## src/rtl/led_pkg.sv

```systemverilog
// -----------------------------------------------------------------------------
// led_pkg
//   Shared constants for the LED PWM driver.
//   LED_ON / LED_OFF : pin levels for the active-low board LEDs.
//   DEF_PWM_BITS     : default duty resolution.
// -----------------------------------------------------------------------------
package led_pkg;

    localparam logic LED_ON       = 1'b0;
    localparam logic LED_OFF      = 1'b1;
    localparam int   DEF_PWM_BITS = 8;

endpackage

```

## src/rtl/led_pwm_driver_timebase.sv

```systemverilog
// -----------------------------------------------------------------------------
// pwm_timebase
//   PWM frame timebase. A prescaler divides clk down to PWM ticks; pwm_cnt
//   steps once per tick through one frame of 2^PWM_BITS ticks.
//   Ports:
//     clk, rst_n   system clock, async active-low reset
//     pwm_cnt      current PWM tick within the frame
//     wrap         combinational: last clk of the frame (commit cycle)
//     frame_start  registered 1-cycle pulse, first clk of each frame
// -----------------------------------------------------------------------------
module pwm_timebase
    import led_pkg::*;
#(
    parameter int PWM_BITS = DEF_PWM_BITS,
    parameter int PRESCALE = 48
) (
    input  logic                clk,
    input  logic                rst_n,
    output logic [PWM_BITS-1:0] pwm_cnt,
    output logic                wrap,
    output logic                frame_start
);

    // Keep at least one prescaler bit so PRESCALE=1 still elaborates.
    localparam int                  PS_W    = (PRESCALE > 1) ? $clog2(PRESCALE) : 1;
    localparam logic [PS_W-1:0]     PS_LAST = PS_W'(PRESCALE - 1);
    localparam logic [PWM_BITS-1:0] CNT_MAX = '1;

    logic [PS_W-1:0] prescaler;
    logic            tick;

    assign tick = (prescaler == PS_LAST);
    assign wrap = tick && (pwm_cnt == CNT_MAX);

    always_ff @(posedge clk or negedge rst_n) begin
        if (!rst_n) begin
            prescaler   <= '0;
            pwm_cnt     <= '0;
            frame_start <= 1'b0;
        end else begin
            prescaler <= tick ? '0 : prescaler + 1'b1;
            if (tick) begin
                pwm_cnt <= pwm_cnt + 1'b1;   // natural wrap MAX -> 0
            end
            frame_start <= wrap;
        end
    end

endmodule

```

## src/rtl/led_pwm_driver.sv

```systemverilog
// -----------------------------------------------------------------------------
// led_pwm_driver
//   Per-channel PWM driver for active-low board LEDs. Duty writes arrive over a
//   valid/ready port into a staging array and are committed to the active
//   array all at once on the last clk of a frame, so outputs never change
//   duty mid-period.
//   Ports:
//     clk, rst_n   system clock, async active-low reset
//     wr_valid     write request
//     wr_ready     write accepted when valid && ready (low in commit cycle)
//     wr_addr      channel index (out-of-range: accepted and dropped)
//     wr_data      duty value for the channel
//     frame_start  1-cycle pulse on the first clk of each frame
//     led          active-low LED drive, registered
// -----------------------------------------------------------------------------
module led_pwm_driver
    import led_pkg::*;
#(
    parameter int NUM_LEDS = 8,
    parameter int PWM_BITS = DEF_PWM_BITS,
    parameter int PRESCALE = 48
) (
    input  logic                        clk,
    input  logic                        rst_n,
    input  logic                        wr_valid,
    output logic                        wr_ready,
    input  logic [$clog2(NUM_LEDS)-1:0] wr_addr,
    input  logic [PWM_BITS-1:0]         wr_data,
    output logic                        frame_start,
    output logic [NUM_LEDS-1:0]         led
);

    localparam logic [PWM_BITS-1:0] DUTY_MAX = '1;

    logic [PWM_BITS-1:0] staging [NUM_LEDS];
    logic [PWM_BITS-1:0] active  [NUM_LEDS];
    logic [PWM_BITS-1:0] pwm_cnt;
    logic                wrap;
    logic                rdy_en;
    logic                wr_fire;
    logic                addr_ok;
    logic [NUM_LEDS-1:0] lit;

    pwm_timebase #(
        .PWM_BITS (PWM_BITS),
        .PRESCALE (PRESCALE)
    ) u_timebase (
        .clk         (clk),
        .rst_n       (rst_n),
        .pwm_cnt     (pwm_cnt),
        .wrap        (wrap),
        .frame_start (frame_start)
    );

    // rdy_en holds wr_ready low while in reset and releases it one clk later.
    always_ff @(posedge clk or negedge rst_n) begin
        if (!rst_n) begin
            rdy_en <= 1'b0;
        end else begin
            rdy_en <= 1'b1;
        end
    end

    // Blocking the commit cycle means a write can never race the copy.
    assign wr_ready = rdy_en & ~wrap;
    assign wr_fire  = wr_valid & wr_ready;
    assign addr_ok  = int'(wr_addr) < NUM_LEDS;

    always_ff @(posedge clk or negedge rst_n) begin
        if (!rst_n) begin
            for (int i = 0; i < NUM_LEDS; i++) begin
                staging[i] <= '0;
                active[i]  <= '0;
            end
        end else begin
            if (wrap) begin
                for (int i = 0; i < NUM_LEDS; i++) begin
                    active[i] <= staging[i];
                end
            end
            if (wr_fire && addr_ok) begin
                staging[wr_addr] <= wr_data;
            end
        end
    end

    // Full-scale duty is forced on so MAX means 100%, not (2^N-1)/2^N.
    always_comb begin
        lit = '0;
        for (int i = 0; i < NUM_LEDS; i++) begin
            lit[i] = (active[i] == DUTY_MAX) || (pwm_cnt < active[i]);
        end
    end

    always_ff @(posedge clk or negedge rst_n) begin
        if (!rst_n) begin
            led <= {NUM_LEDS{LED_OFF}};
        end else begin
            for (int i = 0; i < NUM_LEDS; i++) begin
                led[i] <= lit[i] ? LED_ON : LED_OFF;
            end
        end
    end

endmodule

```

## config.mk

```make
export PLATFORM = sky130hd
export DESIGN_NAME = led_pwm_driver
export DESIGN_NICKNAME = d
export VERILOG_FILES = /design/src/rtl/led_pkg.sv /design/src/rtl/led_pwm_driver_timebase.sv /design/src/rtl/led_pwm_driver.sv
export SDC_FILE = /design/constraint.sdc
export NUM_CORES = 1
export LEC_CHECK = 0
export BUFFER_PORTS_ARGS = -buffer_cell sky130_fd_sc_hd__buf_2
export CAP_MARGIN = 20
export CORE_UTILIZATION = 30
export CTS_BUF_LIST = sky130_fd_sc_hd__clkbuf_4 sky130_fd_sc_hd__clkbuf_8
export DETAILED_ROUTE_END_ITERATION = 7
export GPL_TIMING_DRIVEN = 0
export PLACE_DENSITY_LB_ADDON = 0.1
export REMOVE_ABC_BUFFERS = 1
export SYNTH_ARGS = -nofsm -noshare
export SYNTH_HDL_FRONTEND = slang
export SYNTH_SLANG_ARGS = --single-unit
```

## constraint.sdc

```tcl
create_clock -name clk -period 1.9 [get_ports clk]
set_input_delay 0.285 -clock clk [delete_from_list [all_inputs] [get_ports clk]]
set_output_delay 0.285 -clock clk [all_outputs]
set_load 0.02 [all_outputs]
```

==> results by stage <==
Power and ir drop:
- VDD sags by at most 339 uV.
- Summing internal, switching and leakage power gives 0.00679 W.
- The total power divided by cell area is 733 nW/um2.
- The static leakage power is 4.58 nW.

STA:
- The timing-limited maximum frequency is 0.409 GHz.
- Setup repair after global routing could not meet its margin everywhere.
- Once routing completed, OpenROAD measured the worst setup slack at -0.546 ns.
- The portion of the clock cycle consumed by the worst path in the final layout is 129%.
- The final critical delay including setup and external delays is 2.45 ns.
- The slew at the pin closest to its max-slew limit is 0.670 ns.
- The worst slew margin relative to its limit is 55.0%.
- The number of endpoints with negative hold slack in the final report is 0.
- The number of max-slew violations in the final report is 0.
- The maximum clock skew at final layout is 0.0161 ns.
- Setup violations remaining at the end of the flow were counted as 129.
- Setup total negative slack on the finished layout was measured at -47.73 ns.

Setup path:
- The capture instance of the worst register-to-register path is staging[14]$_DFFE_PN0P_.
- In this run the critical register-to-register path is launched from u_timebase.pwm_cnt[1]$_DFFE_PN0P_.
- In this design, the stage delay of the slowest critical-path cell is 0.59 ns.
- The data arrival time at the worst-slack endpoint is 2.16 ns.
- The maximum fanout encountered on the critical timing path is 2.
- The worst register-to-register path has a depth of 8.
- The slowest stage of the critical path is the or4b_4 cell.
- For the worst setup path, the data required time is 1.62 ns.
- The critical path endpoint category is a primary output.
- The signal on the critical path passes through ha_4 -> nand4_1 -> or4b_4 -> buf_16 -> and2_4 -> buf_6.
- The setup check on the worst reg-to-reg path leaves a slack of -0.50 ns.
- The worst setup path is of the reg -> out kind.
- The kind of start point of the critical path is a register.

Clock tree:
- The insertion delay to the later sink of the worst-skew pair is 0.45 ns.
- The number of buffers on the longest clock path is 2.
- After clock tree synthesis, the clock-pin slew on the worst setup and hold paths is 0.09 ns.
- The CTS tree is done.
- For this design, the sink count on the clock tree is 152.
- The H-tree depth reported by CTS is 4.
- Buffers inserted during clock tree synthesis total 17.
- The tree is rooted in a clkbuf_8.

Synth:
- After synthesis the netlist holds a flip-flop and latch count of 152.
- The number of flops mapped to enable cells by yosys is 0.
- The proportion of register bits with asynchronous set or reset after synthesis is 100%.
- Synthesis instantiated 39 different standard cells from the library.
- The post-synthesis cell area is 7690 um2.
- The area share of the largest cell type after synthesis is 46.8%.
- Sorting the synthesized cells by area gives the leading types as dfrtp_1 47%, mux2_4 11%, mux2_2 10%.
- Sequential cells were found to cover 49.6% of the synthesized design area.
- The cell count after synthesis came out at 575.
- Ranked by instance count, the synthesized netlist is headed by 144 x dfrtp_1, 70 x mux2_2, 59 x inv_1, 58 x ha_1, 58 x mux2_4.
- The predominant post-synthesis flop cell is dfrtp_1.
- In this run the mean area of a mapped cell was 13.4 um2.
- The most area-hungry cell type in the Yosys netlist is dfrtp_1.
- During synthesis, Yosys emitted a total of 0 warnings.
- The most common cell in the synthesized netlist is dfrtp_1.

Floorplan:
- The die area is 26300 um2.
- The area of the core region is 25200 um2.
- The vertical extent of the die is 162 um.
- The effective utilization at floorplan is 30.5%.
- The floorplan row count is 58.
- During I/O placement, the number of pins put on the boundary was 24.
- In this run the horizontal extent of the chip is 162 um.

Detailed routing:
- The first routing iteration left 192 violations.
- The routed design has 18.8 mm of wire.
- Using the TritonRoute via totals, the vias-per-cell ratio works out to 4.68.
- The routed layout has 4631 vias.
- The average wire length per cell after detail routing is 19.0 um.
- The residual antenna-violating net count after detailed routing is 0.
- The first-pass detailed-route iteration total is 4.
- The remaining design rule violation count is 0.

Final layout:
- The layout net count is 719.
- The sequential cell area is 3850 um2.
- The fraction of final layout cells sized beyond drive strength 1 is 39.1%.
- The antenna diode count is 0.
- The signed area change from the synthesized netlist to the final layout is 20.4%.
- Fill cells in the final layout number 2413.
- In the final layout, the multi-input gates occupy 3790 um2.

Global route:
- The maximum number of pins on one net before global-route repair is 102.
- Across every metal layer, demand over resource in global routing totals 15.0%.
- The first global-routing pass estimated 28.7 mm of wire.
- The total global routing overflow is 0.
- The initial antenna violation count is 0.
- The number of global-route vias before repair is 4919.

Placed design:
- Once detailed placement completed, the half-perimeter wirelength came to 11.0 mm.
- The routability congestion estimate is 0.712.
- Before CTS, the worst setup slack after placement is -1.35 ns.
- During placement, the flow inserted port buffers numbering 23.

Min path:
- The end point of the worst hold path is staging[40]$_DFFE_PN0P_.
- The worst hold-check path type is in -> reg.
- The worst hold path passes through 2 cells.
- In this run the most critical hold path is launched from wr_data[0].

Outcome:
- The checks that failed: setup timing.
- The run finished, with violations left.

Flow run:
- The number of violations of the max-capacitance limit is 0.
[report_power, final]
group          internal [W]  switching, W
Combinational      0.000449      0.000226
Clock               0.00109       0.00130
Sequential          0.00355      0.000175
[registers in the layout, indices dropped and copies added (netlist names)]
name                    cells
rdy_en                      1
led                         8
staging                    64
u_timebase.pwm_cnt          8
u_timebase.prescaler        6
u_timebase.frame_start      1
active                     64
[worst max-delay path: cells and delay by family (launching register included)]
| family | cells | cell delay (ns) |
|---|---|---|
| adders and majority gates | 1 | 0.13 |
| DFF | 1 | 0.43 |
| and+or+nand+nor | 3 | 0.87 |
| buffers and inverters | 2 | 0.28 |
[metrics by stage]
stage	hold WS [ns]	util [%]	instances	area [um2]
after floorplan	-0.0106	-	564	7530
after global placement	0.482	32.0	917	8060
after detailed placement	0.233	32.3	919	8130
after CTS	0.282	35.3	978	8880
after global routing	0.291	36.8	990	9260
final	0.305	36.8	990	9260
[what timing repair did]
item	4_1_cts	5_1_grt
hold buffers	1	0
endpoints found under the setup margin	138	129
setup buffers	24	13
gates resized for setup	39	70
hold endpoints to repair	48	0
gates cloned	2	2
pin swaps	8	5
[routing by layer]
| metal | vias up | wire (um) | GRT usage [%] |
|---|---|---|---|
| li1 | 2199 | - | - |
| met1 | 2361 | 9150 | 19.7 |
| met2 | 55 | 9080 | 24.7 |
| met3 | 16 | 314 | 2.94 |
| met4 | 0 | 267 | 4.85 |
| met5 | - | 0 | 0 |
[kinds of logic (layout without fill, tap and decap cells)]
logic type      after synthesis  count (layout)  share of synthesized area, %
xor+xnor                      9               9                          1.02
fa+ha+maj                    58              58                          9.43
flops                       152             152                          49.6
compound gates               44              44                          4.02
other cells                   1               1                        0.0487
buf+inv                      70             154                          4.93
simple gates                113             114                          9.40
mux                         128             128                          21.6
[cell usage in the layout, fill, tap and decap left out, types with 5 or more instances in the layout]
cell type	count
dfrtp_1	132
a2111oi_0	8
nor2_1	31
o22ai_1	8
dfstp_2	8
dfrtp_4	8
ha_1	56
or4_1	8
o21ai_0	9
xor2_1	6
buf_16	5
nand2_1	16
buf_2	21
nand2b_1	8
clkinvlp_4	5
buf_4	26
inv_1	59
o21a_1	8
a211oi_1	8
mux2_4	121
clkbuf_8	18
mux2_2	7
nand4_1	27
[final cells by class]
cell class,count,area share [%]
well taps,330,4.46
clock inverters,13,1.31
inverters,59,2.39
clock buffers,19,2.76
multi-input cells,354,40.9
flip-flops and latches,152,41.6
repair buffers,63,6.62
[how the worst max path moves through the flow]
stage | from | cells after the start | to | slack (ns)
floorplan | u_timebase.pwm_cnt[1]$_DFFE_PN0P_ | 5 | staging[40]$_DFFE_PN0P_ | -0.68
global placement | rst_n | 1 | staging[3]$_DFFE_PN0P_ | -1.88
detailed placement | u_timebase.pwm_cnt[1]$_DFFE_PN0P_ | 6 | staging[45]$_DFFE_PN0P_ | -1.35
CTS | u_timebase.prescaler[1]$_DFF_PN0_ | 6 | wr_ready | -0.61
global route | u_timebase.pwm_cnt[1]$_DFFE_PN0P_ | 6 | wr_ready | -0.64
finish | u_timebase.pwm_cnt[1]$_DFFE_PN0P_ | 6 | wr_ready | -0.55
Note: power is estimated with default switching activity, not from simulation.
